$ cat src/rtl/uart_tx_ctrl.sv
// UART TX sequencer: latches a parallel frame, serialises it LSB-first and drives the TX mux select.
// Optional macro TWO_STOP_EN stretches STOP to two cycles; the default build uses a single stop bit.
module uart_tx_ctrl #(
  parameter int DATA_WIDTH = 8
) (
  input  logic                  CLK,
  input  logic                  RST,
  input  logic [DATA_WIDTH-1:0] P_DATA,
  input  logic                  DATA_VALID,
  input  logic                  PAR_EN,
  input  logic                  PAR_TYP,
  output logic [4:0]            mux_sel,
  output logic                  ser_data,
  output logic                  par_bit,
  output logic                  busy
);

  localparam int CNT_W = $clog2(DATA_WIDTH);
  localparam logic [CNT_W-1:0] LAST_BIT = CNT_W'(DATA_WIDTH - 1);

  // The state encoding is the mux select itself, so mux_sel comes straight off flops.
  typedef enum logic [4:0] {
    ST_IDLE   = 5'b00000,
    ST_START  = 5'b00001,
    ST_DATA   = 5'b00011,
    ST_PARITY = 5'b00010,
    ST_STOP   = 5'b00110
  } state_t;

  state_t                  state, state_n;
  logic                    accept;
  logic                    stop_last;
  logic                    par_en_q;
  logic [CNT_W-1:0]        bit_cnt;
  logic [DATA_WIDTH-1:0]   shreg;

`ifdef TWO_STOP_EN
  // Marks the second stop cycle; back-to-back acceptance is only allowed there.
  logic stop_cnt;

  always_ff @(posedge CLK) begin
    if (RST) stop_cnt <= 1'b0;
    else     stop_cnt <= (state == ST_STOP) && !stop_cnt;
  end

  assign stop_last = stop_cnt;
`else
  assign stop_last = 1'b1;
`endif

  // NOTE: every signal assigned here gets a default first, so no path can infer a latch.
  always_comb begin
    state_n = state;
    accept  = 1'b0;
    case (state)
      ST_IDLE: begin
        if (DATA_VALID) begin
          state_n = ST_START;
          accept  = 1'b1;
        end
      end
      ST_START:  state_n = ST_DATA;
      ST_DATA: begin
        if (bit_cnt == LAST_BIT) state_n = par_en_q ? ST_PARITY : ST_STOP;
      end
      ST_PARITY: state_n = ST_STOP;
      ST_STOP: begin
        if (stop_last) begin
          if (DATA_VALID) begin
            state_n = ST_START;
            accept  = 1'b1;
          end else begin
            state_n = ST_IDLE;
          end
        end
      end
      default:   state_n = ST_IDLE;
    endcase
  end

  // NOTE: sequential state uses non-blocking assignments so all flops update from pre-edge values.
  always_ff @(posedge CLK) begin
    if (RST) begin
      state    <= ST_IDLE;
      busy     <= 1'b0;
      shreg    <= '0;
      par_bit  <= 1'b0;
      par_en_q <= 1'b0;
      bit_cnt  <= '0;
    end else begin
      state <= state_n;
      busy  <= (state_n != ST_IDLE);

      // Frame fields are captured only on acceptance; later input changes are ignored.
      if (accept) begin
        shreg    <= P_DATA;
        par_en_q <= PAR_EN;
        par_bit  <= (^P_DATA) ^ PAR_TYP;
      end else if (state == ST_DATA) begin
        shreg    <= shreg >> 1;
      end

      if (state == ST_DATA && bit_cnt != LAST_BIT) bit_cnt <= bit_cnt + CNT_W'(1);
      else                                         bit_cnt <= '0;
    end
  end

  assign mux_sel  = state;
  assign ser_data = shreg[0];

endmodule
$ cat config.mk
export PLATFORM = sky130hd
export DESIGN_NAME = uart_tx_ctrl
export DESIGN_NICKNAME = d
export VERILOG_FILES = /design/src/rtl/uart_tx_ctrl.sv
export SDC_FILE = /design/constraint.sdc
export NUM_CORES = 1
export LEC_CHECK = 0
export CORE_MARGIN = 4
export CORE_UTILIZATION = 48
export CTS_BUF_LIST = sky130_fd_sc_hd__clkbuf_16
export DETAILED_ROUTE_END_ITERATION = 16
export PLACE_DENSITY = 0.85
export SYNTH_ARGS = -nofsm -noshare
export SYNTH_HDL_FRONTEND = slang
export SYNTH_SLANG_ARGS = --single-unit
$ cat constraint.sdc
create_clock -name CLK -period 1.76 [get_ports CLK]
set_input_delay 0.352 -clock CLK [delete_from_list [all_inputs] [get_ports CLK]]
set_output_delay 0.352 -clock CLK [all_outputs]
set_load 0.02 [all_outputs]
# Yosys cells after proc, flatten, opt, wreduce, memory -nomap -nowiden
# Index checks and enable logic that the tools add are counted.
[word_totals]
ff_bits = 19
latch_bits = 0
mem_bits_rw = 0
rom_bits = 0
input_bits = 13
out_inout_bits = 8
wordCells = 31
memories = 0
[classes]
add_sub_neg = 1
n_mul = 0
n_div = 0
n_lt_le_gt_ge = 0
eq_ne = 6
shift = 0
muxes = 9
n_bitwise = 2
reduce_logical = 7
[ops]
columns = ["op", "n"]
rows = [
  ["5-bit case mux with 5 select lines", 1],
  ["8-bit two-way mux", 2],
  ["5-bit by 2-bit equality test with 1-bit output (second input constant)", 2],
  ["5-bit two-way mux", 2],
  ["8-bit XOR reduction", 1],
  ["5-bit by 1-bit equality test with 1-bit output (second input constant)", 1],
  ["5-bit by 3-bit equality test with 1-bit output (second input constant)", 1],
  ["5-bit logical NOT", 1],
  ["5-bit nonzero test", 1],
  ["2-bit OR reduction", 2],
  ["3-bit by 1-bit adder with 3-bit output (second input constant)", 1],
  ["3-bit equality test (second input constant)", 1],
  ["1-bit two-way mux", 3],
  ["3-bit two-way mux", 1],
  ["3-bit inequality test (second input constant)", 1],
  ["2-bit nonzero test", 1],
  ["1-bit logical AND", 1],
  ["1-bit NOT", 1],
  ["1-bit bitwise XOR", 1],
]

# Logic depth before layout (Yosys ltp)
# Gate-level depths: netlist (run 1).
[logic_depth]
ltp_word = 4
depth_mapped = 6
ltp_nobuf = 6

# Least setup slack after synthesis (run 1)
# Ideal clock, no wire load.
[synth_path]
kind = "reg2reg"
startpoint = "register state[3] (netlist: mux_sel[3])"
endpoint = "register shreg[0]"
setup_time_ns = 0.142
t_arrival_ns = 1.577
t_required_ns = 1.618
setup_slack_ns = 0.042
path_stages_with_launch = 7
n_path_buf = 2
period_less_slack_ns = 1.718
cell_sequence = "dfxtp_1 -> or4b_4 -> or2_1 -> buf_6 -> buf_8 -> nor2_1 -> a211oi_2"
[synth_between]
elab_chain_len = 4
elab_cells_between_ends = 7
cone_classes = "eq/ne: 2; mux: 2; reduce/logical: 3"
[synth_lines]
columns = ["element", "line_no", "text"]
rows = [
  ["from (decl)", "30", "state_t state, state_n;"],
  ["from (signal assigned)", "91", "state <= state_n;"],
  ["5-bit by 3-bit equality test with 1-bit output or 5-bit logical NOT (tied branches)", "55", "case (state)"],
  ["2-bit OR reduction (no line)", "n/a", ""],
  ["1-bit two-way mux", "n/a", ""],
  ["8-bit two-way mux or 2-bit nonzero test (tied branches)", "n/a", ""],
  ["to (signal assigned)", "100", "shreg <= shreg >> 1;"],
  ["to (decl)", "35", "logic [DATA_WIDTH-1:0] shreg;"],
]
# Parallel ways exist; a longest one is shown, timed or not.
# A chain may end at the register's enable or synchronous reset.

# Final worst setup path (run 1)
[layout_path]
startpoint = "register state[2] (netlist: mux_sel[2])"
endpoint = "output mux_sel[2]"
[layout_rtl]
columns = ["element", "line_no", "text"]
rows = [
  ["to (decl)", "12", "output logic [4:0] mux_sel,"],
]
# No word-level cell between the ends.

==> impl_metrics.json, run 1 <==
{
  "outcome": "complete, no violations",
  "dr.pass1.iters": 4,
  "cts_tree": "done",
  "reg2reg_depth": 5,
  "post-route-period-util_pct": 95.9,
  "avgSynthCellArea_um2": 10.2,
  "worstPathCellList": "clkdlybuf4s50_1",
  "cpMaxStageDelayCell": "clkdlybuf4s50_1",
  "place_area_um2": 1160,
  "startpoint_type": "flop",
  "worstSetupPathType": "reg -> out",
  "slowest_delay_ns": 0.65,
  "synth-edff-count": 0,
  "drt_iter0_drc": 10,
  "via_count": 719,
  "cp_top_family": "buffers and inverters",
  "gp_congestion": 0.917,
  "ys_warn_count": 0,
  "diodes": 0,
  "io_buffer_count": 20,
  "hold_path_class": "reg -> reg",
  "hold_buffers": 0,
  "clockBufferDepth": 2,
  "cts_setup_buffers": 0,
  "synth_seq_cells": 19,
  "period_minus_slack_ns": 1.69,
  "skew_ns": 0.00196,
  "clock-sinks": 19,
  "critPathLaunch": "mux_sel[2]",
  "max_freq_mhz": 593,
  "crit_fanout": 7,
  "grt_use_total_pct": 17.7,
  "final_nets": 132,
  "overflow": 0,
  "hold_viol_final": 0,
  "slew_violations": 0,
  "grt_max_degree": 17,
  "critPathArrivalTime_ns": 1.34,
  "setup_tns_ns": 0,
  "first_global_vias": 750,
  "dp_hpwl_um": 1390,
  "power_density_nw_per_um2": 853,
  "drt_wl_total_um": 2010,
  "synth.cell_area_um2": 905,
  "cts_buffers": 3,
  "cp.depth": 1,
  "max_cap_violations": 0,
  "fin_cells": 141,
  "rsz0062_at_grt": "no",
  "ys_types": 28,
  "grt_pass1_wl_um": 3320,
  "synth_cells": 89,
  "wl_per_cell_um": 14.2,
  "cts_resized": 3,
  "critPathCaptureType": "output pin",
  "cts_root_buf": "clkbuf_16",
  "antenna_left": 0,
  "vias_per_cell": 5.10,
  "synthArstFlopShare_pct": 0,
  "fill_cells": 148,
  "leakagePower_nw": 0.541,
  "drive_gt1_share_pct": 16.4,
  "reg2reg_from": "mux_sel[3]",
  "min_from": "bit_cnt[0]",
  "reg2reg_setup_slack_ns": 0.12,
  "clk_pin_slew_ns": 0.05,
  "rows": 15,
  "core_um2": 1760,
  "insertion_delay_ns": 0.25,
  "remaining_drc_errors": 0,
  "dieArea_um2": 2640,
  "fp.dieW_um": 51.4,
  "hold_depth": 1,
  "critPathRequiredTime_ns": 1.41,
  "chipHeight_um": 51.4,
  "initial_core_util_pct": 51.3,
  "critPathBufInv": 1,
  "final_area_um2": 1250,
  "vdd_ir_drop_max_mv": 0.852,
  "htreeDepth": 1,
  "syn2layout_area_growth_pct": 37.8,
  "placed_cells": 137,
  "grt_antenna_before_repair": 0,
  "synth_flop_cell": "dfxtp_1",
  "ioPinCount": 21,
  "setup_violations": 0,
  "layout_common_cells": "19 x dfxtp_1, 19 x clkdlybuf4s50_1, 14 x nor2_1",
  "yosysSeqAreaShare_pct": 42.0,
  "postLayoutCoreUtil_pct": 70.6
}
[report_power, final]
group	leakage (nW)	switching, mW	total [mW]	internal (mW)
Sequential	0.155	0.00986	0.456	0.447
Combinational	0.344	0.0614	0.144	0.0823
Clock	0.0423	0.161	0.463	0.302
[synth_stat cells, types with 2 or more instances]
master | instances | area share [%]
dfxtp_1 | 19 | 42
nand2_1 | 4 | 1.7
inv_1 | 3 | 1.2
ha_1 | 2 | 2.8
mux2i_1 | 8 | 8.9
nor4b_1 | 2 | 1.9
xnor3_1 | 2 | 5.0
o21ai_0 | 2 | 1.1
nand3_1 | 4 | 2.2
nor4_1 | 2 | 1.4
a211oi_2 | 7 | 9.7
a21oi_1 | 2 | 1.1
xnor2_1 | 2 | 1.9
xor2_1 | 2 | 1.9
nor2_1 | 15 | 6.2
[cells by family (layout without fill, tap and decap cells)]
logic type               count (synthesis)  count (layout)  share of synthesized area (%)
AND/OR/NAND/NOR                         32              32                           17.6
multiplexers                             8               8                           8.85
flip-flops                              19              19                           42.0
other                                    1               2                          0.415
buffers and inverters                    7              33                           4.98
adder cells (fa/ha/maj)                  2               2                           2.77
AO/OA/AOI/OAI                           14              14                           14.5
XOR/XNOR                                 6               6                           8.85
[cell type report]
cell class / instances / area (µm²) / share of cell area (%)
clock buffer: 3 / 75.1 / 6.02
sequential: 19 / 380 / 30.5
inverter: 3 / 11.3 / 0.904
multi-input combinational: 64 / 488 / 39.2
clock inverter: 1 / 3.75 / 0.301
timing repair buffer: 26 / 256 / 20.6
tap: 25 / 31.3 / 2.51
[layer usage]
layer  routed length (µm)  track usage, %  vias up
li1                     -               -      368
met4                   57            9.61        0
met2                 1040            30.1       13
met5                    0               0        -
met1                  799            17.6      331
met3                  111            8.16        7
[through the flow]
step | worst slack (ns) | power, mW | hold WS [ns]
2_1_floorplan | 0.0419 | 0.543 | 0.407
3_3_place_gp | -0.276 | 0.602 | 0.417
6_report | 0.0727 | 1.06 | 0.452
5_1_grt | 0.0162 | 1.10 | 0.487
3_5_place_dp | -0.318 | 0.606 | 0.444
4_1_cts | 0.0591 | 1.07 | 0.451
[registers in the layout, summed over array words and instances (netlist names)]
signal,flops
mux_sel,5
par_en_q,1
busy,1
par_bit,1
bit_cnt,3
shreg,8
[path summary, 6_finish.rpt]
path                      to
setup / recovery  mux_sel[2]
hold / removal    bit_cnt[0]
setup reg to reg     par_bit
hold reg to reg   bit_cnt[0]
No activity file was read; power rests on OpenSTA's default activity.
==> run 2: changes to the inputs <==
--- a/config.mk
+++ b/config.mk
@@ -5,10 +5,10 @@
 export SDC_FILE = /design/constraint.sdc
 export NUM_CORES = 1
 export LEC_CHECK = 0
-export CORE_MARGIN = 4
 export CORE_UTILIZATION = 48
 export CTS_BUF_LIST = sky130_fd_sc_hd__clkbuf_16
 export DETAILED_ROUTE_END_ITERATION = 16
+export MAX_ROUTING_LAYER = met4
 export PLACE_DENSITY = 0.85
 export SYNTH_ARGS = -nofsm -noshare
 export SYNTH_HDL_FRONTEND = slang
==> constraint.sdc (replaced) <==
create_clock -name CLK -period 1.92 [get_ports CLK]
set_input_delay 0.384 -clock CLK [delete_from_list [all_inputs] [get_ports CLK]]
set_output_delay 0.384 -clock CLK [all_outputs]
set_load 0.02 [all_outputs]
==> impl_metrics.json, run 2 (same netlist as run 1, synthesis figures left out) <==
{
  "fin_ws_ns": 0.0787,
  "clock-sinks": 19,
  "critPathArrivalTime_ns": 1.97,
  "wl_met3_um": 91,
  "worstSetupPathType": "in -> reg",
  "drive_gt1_share_pct": 14.8,
  "vdd_ir_drop_max_mv": 0.578,
  "regArea_um2": 380,
  "regMostFlops": "shreg",
  "chipHeight_um": 45.4,
  "clockBufferDepth": 2,
  "grt_pass1_wl_um": 2970,
  "clk_pin_slew_ns": 0.05,
  "startpoint_type": "input pin",
  "place_ws_ns": -0.177,
  "p_sw_share_pct": 21.5,
  "dieArea_um2": 2060,
  "period_minus_slack_ns": 1.84,
  "outcome": "complete, no violations",
  "remaining_drc_errors": 0,
  "rsz0062_at_grt": "no",
  "rows": 15,
  "hold_viol_final": 0,
  "drt-met1-wl_um": 802,
  "grt_max_degree": 17,
  "overflow": 0,
  "layout_common_cells": "20 x clkdlybuf4s50_1, 19 x dfxtp_1, 14 x nor2_1",
  "cts_root_buf": "clkbuf_16",
  "hold_buffers": 0,
  "reg2reg_setup_slack_ns": 0.30,
  "max_cap_violations": 0,
  "fill_cells": 134,
  "postLayoutCoreUtil_pct": 70.9,
  "htreeDepth": 1,
  "io_buffer_count": 20,
  "reg2reg_from": "mux_sel[0]",
  "antenna_left": 0,
  "totalPowerFinal_mw": 0.970,
  "wl_per_cell_um": 13.6,
  "crit_fanout": 16,
  "drt_iter0_drc": 11,
  "fp.dieW_um": 45.4,
  "gp_congestion": 0.819,
  "first_global_vias": 682,
  "max_freq_mhz": 543,
  "cts_setup_buffers": 0,
  "power.net_switching_mw": 0.209,
  "initial_core_util_pct": 51.8,
  "cts_tree": "done",
  "leakagePower_nw": 0.533,
  "cts_buffers": 3,
  "p_comb_share_pct": 13.8,
  "critPathLaunch": "DATA_VALID",
  "min_from": "bit_cnt[0]",
  "clkPwrFrac_pct": 43.0,
  "core_um2": 1750,
  "vias_per_cell": 5.25,
  "diodes": 0,
  "critPathCaptureType": "flop",
  "final_area_um2": 1240,
  "skew_ns": 0.00402,
  "place_area_um2": 1160,
  "ioPinCount": 21,
  "insertion_delay_ns": 0.25,
  "syn2layout_area_growth_pct": 36.8,
  "drt_wl_total_um": 1900,
  "setup_violations": 0,
  "critPathRequiredTime_ns": 2.05,
  "post-route-period-util_pct": 95.9,
  "largest_reg_flops": 8,
  "multi_input_comb_area_um2": 485,
  "setup_tns_ns": 0,
  "route.met2.wl_um": 964,
  "power_density_nw_per_um2": 784,
  "grt_antenna_before_repair": 0,
  "hold_path_class": "reg -> reg",
  "grt_use_total_pct": 21.5,
  "dr.pass1.iters": 4,
  "final_nets": 131,
  "slew_violations": 0,
  "final_common_cell": "clkdlybuf4s50_1",
  "dp_hpwl_um": 1360,
  "seqPwrFrac_pct": 43.2,
  "internal_power_mw": 0.761,
  "via_count": 735,
  "top_layer": "met4",
  "cts_resized": 0
}
[run 2: area by class of cell]
type / count / share of cell area [%]
tap: 25 / 2.53
clock inverter: 1 / 0.303
timing repair buffer: 25 / 20.2
clock buffer: 3 / 6.07
multi-input combinational: 64 / 39.2
sequential: 19 / 30.7
inverter: 3 / 0.910
[run 2: worst paths after layout]
path	to	cells past startpoint
worst max-delay path	shreg[2]	6
worst min-delay path	bit_cnt[0]	1
worst max register to register	shreg[2]	5
worst min register to register	bit_cnt[0]	1
[run 2: worst max-delay path: stages]
cell	delay, ns
clkdlybuf4s50_1	0.50
or4b_4	0.47
or2_1	0.27
buf_12	0.16
nor2_1	0.13
a211oi_2	0.06
[run 2: power groups by stage]
| stage | sequential (mW) | combinational (mW) | clock, mW |
|---|---|---|---|
| 2_1_floorplan | 0.432 | 0.0655 | 0 |
| 3_3_place_gp | 0.426 | 0.124 | 0 |
| 3_5_place_dp | 0.427 | 0.129 | 0 |
| 4_1_cts | 0.419 | 0.133 | 0.424 |
| 5_1_grt | 0.420 | 0.142 | 0.435 |
| 6_report | 0.419 | 0.134 | 0.417 |
[run 2: metal layers]
layer,global-route usage [%],vias up
met4,10.9,0
met2,34.3,23
met5,-,-
met3,3.57,5
met1,25.9,344
li1,-,363
[run 2: metrics by stage]
step	hold slack (ns)	cells
2_1_floorplan	0.407	90
3_3_place_gp	0.419	136
3_5_place_dp	0.427	136
4_1_cts	0.434	140
5_1_grt	0.455	140
6_report	0.427	140
